--- config.mk ---
export PLATFORM = sky130hd
export DESIGN_NAME = regfile_param
export DESIGN_NICKNAME = d
export VERILOG_FILES = /design/src/rtl/regfile_pkg.sv /design/src/rtl/regfile_param_reg_word.sv /design/src/rtl/regfile_param.sv
export SDC_FILE = /design/constraint.sdc
export NUM_CORES = 1
export LEC_CHECK = 0
export BUFFER_PORTS_ARGS = -buffer_cell sky130_fd_sc_hd__buf_2
export CAP_MARGIN = 20
export CORE_MARGIN = 4
export CORE_UTILIZATION = 45
export DETAILED_ROUTE_END_ITERATION = 10
export MAX_ROUTING_LAYER = met4
export PLACE_DENSITY = 0.76
export SLEW_MARGIN = 20
export SYNTH_ARGS = -nofsm -noshare
export SYNTH_HDL_FRONTEND = slang
export SYNTH_SLANG_ARGS = --single-unit
--- constraint.sdc ---
create_clock -name clk -period 1.9 [get_ports clk]
set_input_delay 0.475 -clock clk [delete_from_list [all_inputs] [get_ports clk]]
set_output_delay 0.475 -clock clk [all_outputs]
set_load 0.02 [all_outputs]
--- src/rtl/regfile_pkg.sv ---
// Shared types and parameter defaults for the parametrised register file.
package regfile_pkg;

   localparam int unsigned WIDTH_DEF    = 32;
   localparam int unsigned DEPTH_DEF    = 4;
   localparam bit          BYPASS_DEF   = 1'b1;
   localparam bit          ZERO_REG_DEF = 1'b0;

   typedef enum logic {
      CLEAR = 1'b0,
      RUN   = 1'b1
   } state_t;

endpackage

--- src/rtl/regfile_param_reg_word.sv ---
// One WIDTH-bit storage word: synchronous clear has priority over load.
module reg_word #(
   parameter int unsigned WIDTH = 32
) (
   input  logic             clk,
   input  logic             reset,
   input  logic             load,
   input  logic [WIDTH-1:0] d,
   output logic [WIDTH-1:0] q
);

   always_ff @(posedge clk) begin
      if (reset) begin
         q <= '0;
      end else if (load) begin
         q <= d;
      end
   end

endmodule

--- src/rtl/regfile_param.sv ---
// Parametrised register file with a post-reset zeroing sweep, optional
// write-to-read forwarding and an optional hardwired-zero register 0.
module regfile_param
   import regfile_pkg::*;
#(
   parameter int unsigned WIDTH    = WIDTH_DEF,
   parameter int unsigned DEPTH    = DEPTH_DEF,
   parameter bit          BYPASS   = BYPASS_DEF,
   parameter bit          ZERO_REG = ZERO_REG_DEF,
   localparam int unsigned AW      = $clog2(DEPTH)
) (
   input  logic             clk,
   input  logic             reset,
   input  logic             clear_req,
   input  logic             regWrite,
   input  logic [AW-1:0]    writereg,
   input  logic [WIDTH-1:0] writedata,
   input  logic [AW-1:0]    readreg1,
   input  logic [AW-1:0]    readreg2,
   output logic [WIDTH-1:0] readdata1,
   output logic [WIDTH-1:0] readdata2,
   output logic             ready,
   output logic             wr_drop
);

   state_t           state;
   state_t           state_nxt;
   logic [AW-1:0]    sweep_cnt;
   logic [AW-1:0]    sweep_nxt;
   logic             drop_nxt;
   logic [DEPTH-1:0] word_clr;
   logic [DEPTH-1:0] word_load;
   logic [WIDTH-1:0] words [DEPTH];
   logic             fwd1;
   logic             fwd2;

   // State register; storage words are deliberately not touched by reset.
   always_ff @(posedge clk) begin
      if (reset) begin
         state     <= CLEAR;
         sweep_cnt <= '0;
         wr_drop   <= 1'b0;
      end else begin
         state     <= state_nxt;
         sweep_cnt <= sweep_nxt;
         wr_drop   <= drop_nxt;
      end
   end

   always_comb begin
      state_nxt = state;
      sweep_nxt = sweep_cnt;
      drop_nxt  = wr_drop;
      unique case (state)
         CLEAR: begin
            // Counter wraps to 0 exactly on the last-word edge (DEPTH is 2^AW).
            sweep_nxt = sweep_cnt + 1'b1;
            if (sweep_cnt == AW'(DEPTH - 1)) begin
               state_nxt = RUN;
            end
            if (regWrite) begin
               drop_nxt = 1'b1;
            end
         end
         RUN: begin
            if (clear_req) begin
               state_nxt = CLEAR;
               sweep_nxt = '0;
            end
         end
         default: begin
            state_nxt = CLEAR;
            sweep_nxt = '0;
         end
      endcase
   end

   always_comb begin
      ready     = (state == RUN);
      word_clr  = '0;
      word_load = '0;
      if (!reset) begin
         if (state == CLEAR) begin
            word_clr[sweep_cnt] = 1'b1;
         end else if (regWrite && !(ZERO_REG && writereg == '0)) begin
            word_load[writereg] = 1'b1;
         end
      end
   end

   for (genvar i = 0; i < DEPTH; i++) begin : g_word
      if (ZERO_REG && i == 0) begin : g_zero
         assign words[i] = '0;
      end else begin : g_reg
         reg_word #(
            .WIDTH (WIDTH)
         ) u_word (
            .clk   (clk),
            .reset (word_clr[i]),
            .load  (word_load[i]),
            .d     (writedata),
            .q     (words[i])
         );
      end
   end

   always_comb begin
      fwd1 = BYPASS && ready && regWrite && (writereg == readreg1);
      fwd2 = BYPASS && ready && regWrite && (writereg == readreg2);

      readdata1 = fwd1 ? writedata : words[readreg1];
      if (!ready || (ZERO_REG && readreg1 == '0)) begin
         readdata1 = '0;
      end

      readdata2 = fwd2 ? writedata : words[readreg2];
      if (!ready || (ZERO_REG && readreg2 == '0)) begin
         readdata2 = '0;
      end
   end

endmodule
# Word level (Yosys, flattened, before mapping)
# Cells that the tools add are included.
[totals]
regBits = 132
latch_bits = 0
mem_bits_rw = 0
romBits = 0
input_bits = 42
output_inout_bits = 66
word_cells = 51
mem_count = 0
[classes]
n_addsub = 1
n_mul = 0
n_div = 0
magnitude_cmp = 6
eq_ne = 4
n_shift = 0
n_mux = 24
n_bitwise = 3
reduce_logical = 6
[ops]
columns = ["cell", "n"]
rows = [
  ["2-to-1 mux 32 bit", 8],
  ["binary-select mux 32 bit (select 2 bit)", 2],
  ["2-to-1 mux 4 bit", 5],
  ["greater-or-equal comparator 3 bit, second input constant", 2],
  ["< comparator 2 x 3 -> 1 bit, second input constant", 2],
  ["NOT 2 -> 3 bit", 2],
  ["logical AND 1 bit", 5],
  ["demux 1 bit (select 2 bit)", 2],
  ["equality test 2 bit", 2],
  ["greater-or-equal comparator 2 x 1 -> 1 bit, second input constant", 2],
  ["2-to-1 mux 1 bit", 4],
  ["one-hot mux 2 bit (2 select lines)", 1],
  ["adder 2 x 1 -> 2 bit, second input constant", 1],
  ["equality test 2 bit, second input constant", 1],
  ["2-to-1 mux 2 bit", 1],
  ["!= test 2 bit, second input constant", 1],
  ["one-hot mux 1 bit (2 select lines)", 1],
  ["AND reduction 2 bit", 1],
  ["NOT 1 bit", 1],
]

# Logic depth before layout (Yosys ltp)
[logic_depth]
ltp_word = 7
depth_mapped = 7
depth_no_buf = 4

# By module
# A second synthesis with hierarchy kept.
[hier_totals]
hier_cells = 772
hier_area_um2 = 8018.9
[modules_own_cells]
columns = ["mod", "n_inst", "cells_each", "area_each_um2", "seq_area_each_um2"]
rows = [
  ["reg_word", 4, 103, 1163.6, 640.6],
  ["regfile_param", 1, 360, 3364.5, 80.1],
]

# Worst setup path before layout
# OpenSTA, ideal clock, no wires.
[synth_path]
path_type = "input-to-output"
startpoint = "in writereg[1]"
endpoint = "out readdata2[10]"
arrival_time_ns = 1.609
required_time_ns = 1.425
setup_slack_ns = -0.184
path_stages = 6
n_path_buf = 3
path_cell_list = "buf_4 -> buf_12 -> xnor2_4 -> buf_2 -> nand4_1 -> a21oi_1"
[synth_between]
elab_chain_len = 4
[synth_rtl]
columns = ["element", "line", "text"]
rows = [
  ["from (decl)", "regfile_param.sv:16", "input logic [AW-1:0] writereg,"],
  ["equality test 2 bit", "regfile_param.sv:109", "fwd2 = BYPASS && ready && regWrite && (writereg == readreg2);"],
  ["logical AND 1 bit", "regfile_param.sv:109", ""],
  ["2-to-1 mux 32 bit", "regfile_param.sv:116", "readdata2 = fwd2 ? writedata : words[readreg2];"],
  ["2-to-1 mux 32 bit", "regfile_param.sv:117", "if (!ready || (ZERO_REG && readreg2 == '0)) begin"],
  ["to (decl)", "regfile_param.sv:21", "output logic [WIDTH-1:0] readdata2,"],
]
# Every way passes these cells.

# Final worst setup path
[layout_path]
startpoint = "reg state (netlist: ready)"
endpoint = "out readdata2[31]"
[layout_between]
elab_chain_len = 4
[layout_rtl]
columns = ["element", "line", "text"]
rows = [
  ["from (decl)", "regfile_param.sv:26", "state_t state;"],
  ["from (signal assigned)", "regfile_param.sv:44", "state <= state_nxt;"],
  ["logical AND 1 bit (2 in series)", "regfile_param.sv:109", ""],
  ["2-to-1 mux 32 bit", "regfile_param.sv:116", ""],
  ["2-to-1 mux 32 bit (*)", "regfile_param.sv:117", ""],
]
# Mark *: on every way between the ends. The rest lies on a longest branch, timed or not.

==> results.md <==
- First-pass GRT wire length: 51,100 um
- Die area: 21,100 um2
- Top_reg_cell synth: dfxtp_1
- Clock latency on the worst-skew pair: 440 ps
- CORE AREA: 18,200 um2
- Drt total wl: 33,200 um
- Post-synth top area share: 31.2%
- # diodes: 0
- Cell area after layout: 12,100 um2
- Critical path peak fanout: 19
- CP startpoint kind: flip-flop
- Post-detail-place hpwl: 18,400 um
- CTS sink cnt: 132
- Largest net degree at the start of global routing: 74
- Synth warn: 0
- Leading area contributor after synthesis: dfxtp_1
- Hold-fix buffer count after cts: 0
- DP Area: 9990 um2
- Kind of critical path: reg2out
- Hold Crit Class: in2reg
- GR Util All Layers: 30.9%
- Total grt overflow: 0
- Layout overhead on the synthesized area: 42.9%
- Htree depth: 4
- Mean Syn Cell Area: 8.98 um2
- Number of core rows: 49
- Finished Core Util: 66.5%
- Hold Crit Depth: 2
- Vias per cell: 7.08
- Max Fclk: 436 MHz
- Worst path required time: 1420 ps
- Final period utilization: 121%
- Violated checks: negative setup slack
- DR vias: 9,245
- Dpl cells: 1,238
- CP Capture Type: primary output
- DRT antenna net count: 0
- Slew Limit Fails: 0
- Max clock buf depth: 2
- Max-cap violations: 0
- Slew @ Worst Pin: 661 ps
- Mapped Area: 8470 um2
- Endpoints failing setup: 64
- Wire per inst: 25.4 um
- Synth cell types: 39
- Final-report hold violation count: 0
- Die W: 145 um
- Setup repair after global routing missed its margin: true
- R2R cell count: 6
- Starting Density: 46.5%
- CTS tree: yes
- Vias in the first global route: 9,061
- Share of the yosys chip area belonging to registers: 31.2%
- VDD IR-drop max: 0.000740 V
- # port buffers: 107
- Pre-CTS setup slack: -434 ps
- Drt pass-1 iters: 8
- Worst Skew: 10.5 ps
- Initial antenna violation count: 0
- Async set-or-reset flop fraction in the synthesized netlist: 0%
- Clock transition at the registers of the reported paths: 50 ps
- Die Y: 145 um
- Post-synth EDFFs: 0
- Synth area leaders: dfxtp_1 31%, mux4_2 16%, a21oi_1 11%
- Final setup margin: -391 ps
- Status: finished, violations left
- Min Tclk post-route: 2290 ps
- Static Leakage: 3.97 nW
- # IOs: 108
- Mapped Cells: 943
- DRC: 0
- CTS Root Cell: clkbuf_16
- Post-Synthesis Net Count: 989
- Hold_ws: 317 ps
- Share of cells above drive strength 1: 44.0%
- Relative slew slack: 55.9%
- Post-route insts no fill: 1,305
- Nets: 1,109
- GP Congestion: 0.848
- Critical Path AT: 1820 ps
- Yosys reg bits: 132
- DR iter-0 viols: 1,270
- Clock buffer count from CTS: 17
- Power per cell area: 713 nW/um2
-- registers in the layout, indices dropped and copies added (netlist names) --
register / flops
g_word.g_reg.u_word.q: 128
sweep_cnt: 2
ready: 1
wr_drop: 1
-- cell type report --
| class | instances | area (um2) |
|---|---|---|
| repair buffers | 235 | 2660 |
| clock inverters | 15 | 260 |
| clock buffers | 17 | 425 |
| well taps | 229 | 287 |
| inverters | 4 | 23.8 |
| flip-flops and latches | 132 | 2650 |
| multi-input cells | 673 | 5800 |
| fillers | 1247 | 6100 |
-- power by group --
part | internal (mW) | switching [mW] | total [mW]
clock network | 2.58 | 1.31 | 3.89
registers | 2.88 | 0.0770 | 2.95
logic | 0.738 | 1.05 | 1.79
-- stage by stage --
step	total power [mW]	setup TNS, ps
after global routing	8.83	-21860
after CTS	8.48	-19090
after detailed placement	4.36	-25470
after global placement	4.32	-24140
final	8.63	-19630
after floorplan	3.84	-2470
-- cells in the final DEF, fill, tap and decap left out, drive strengths merged, types with 5 or more instances in the layout --
cell type / n
o21ai: 128
clkinv: 5
dfxtp: 132
nand3: 128
bufinv: 7
nand4: 64
a21oi: 194
mux4: 64
and2: 5
buf: 233
clkbuf: 18
o31ai: 64
-- worst max-delay path: stages, from the launching register on --
cell and delay [ps]:
dfxtp_4 380, and2_4 190, buf_12 110, buf_12 160
nand4_1 170, a21oi_2 200, buf_4 160
-- repair_timing --
action | in CTS | in global routing
cloned | 10 | 1
pin swaps | 38 | 45
gates resized for setup | 161 | 55
endpoints found under the setup margin | 64 | 64
buffers inserted | 20 | 5
-- cell families after synthesis --
logic type,Yosys count,share of synthesized area (%)
compound gates,388,25.1
xor+xnor,8,1.89
fa+ha+maj,4,0.591
buf+inv,138,10.4
flops,132,31.2
mux,64,17.1
simple gates,209,13.7
-- routing by layer --
metal	part of all wire [%]	vias up	wire (um)	track usage, %
li1	-	3892	-	-
met1	36	4453	11800	37.7
met2	48	733	15800	47.9
met3	12	167	3900	7.45
met4	5.0	0	1660	15.8
met5	0	-	0	-
-- Yosys cell counts (all sizes together), types with 2 or more instances --
library cell,n
nand2,2
ha,4
o21ai,128
xnor2,4
nor2b,2
buf,80
mux4,64
xor2,4
inv,4
nand4,64
clkbuf,54
and2,5
a21oi,194
nor2,3
o31ai,64
nand3,128
dfxtp,132
-- worst paths after layout --
| kind | startpoint | end | slack (ps) |
|---|---|---|---|
| max | ready | readdata2[31] | -390 |
| min | reset | sweep_cnt[1] | 320 |
| max reg2reg | ready | g_word[0].g_reg.u_word.q[12] | 210 |
| min reg2reg | wr_drop | wr_drop | 480 |
Note: power is estimated with default switching activity, not from simulation.
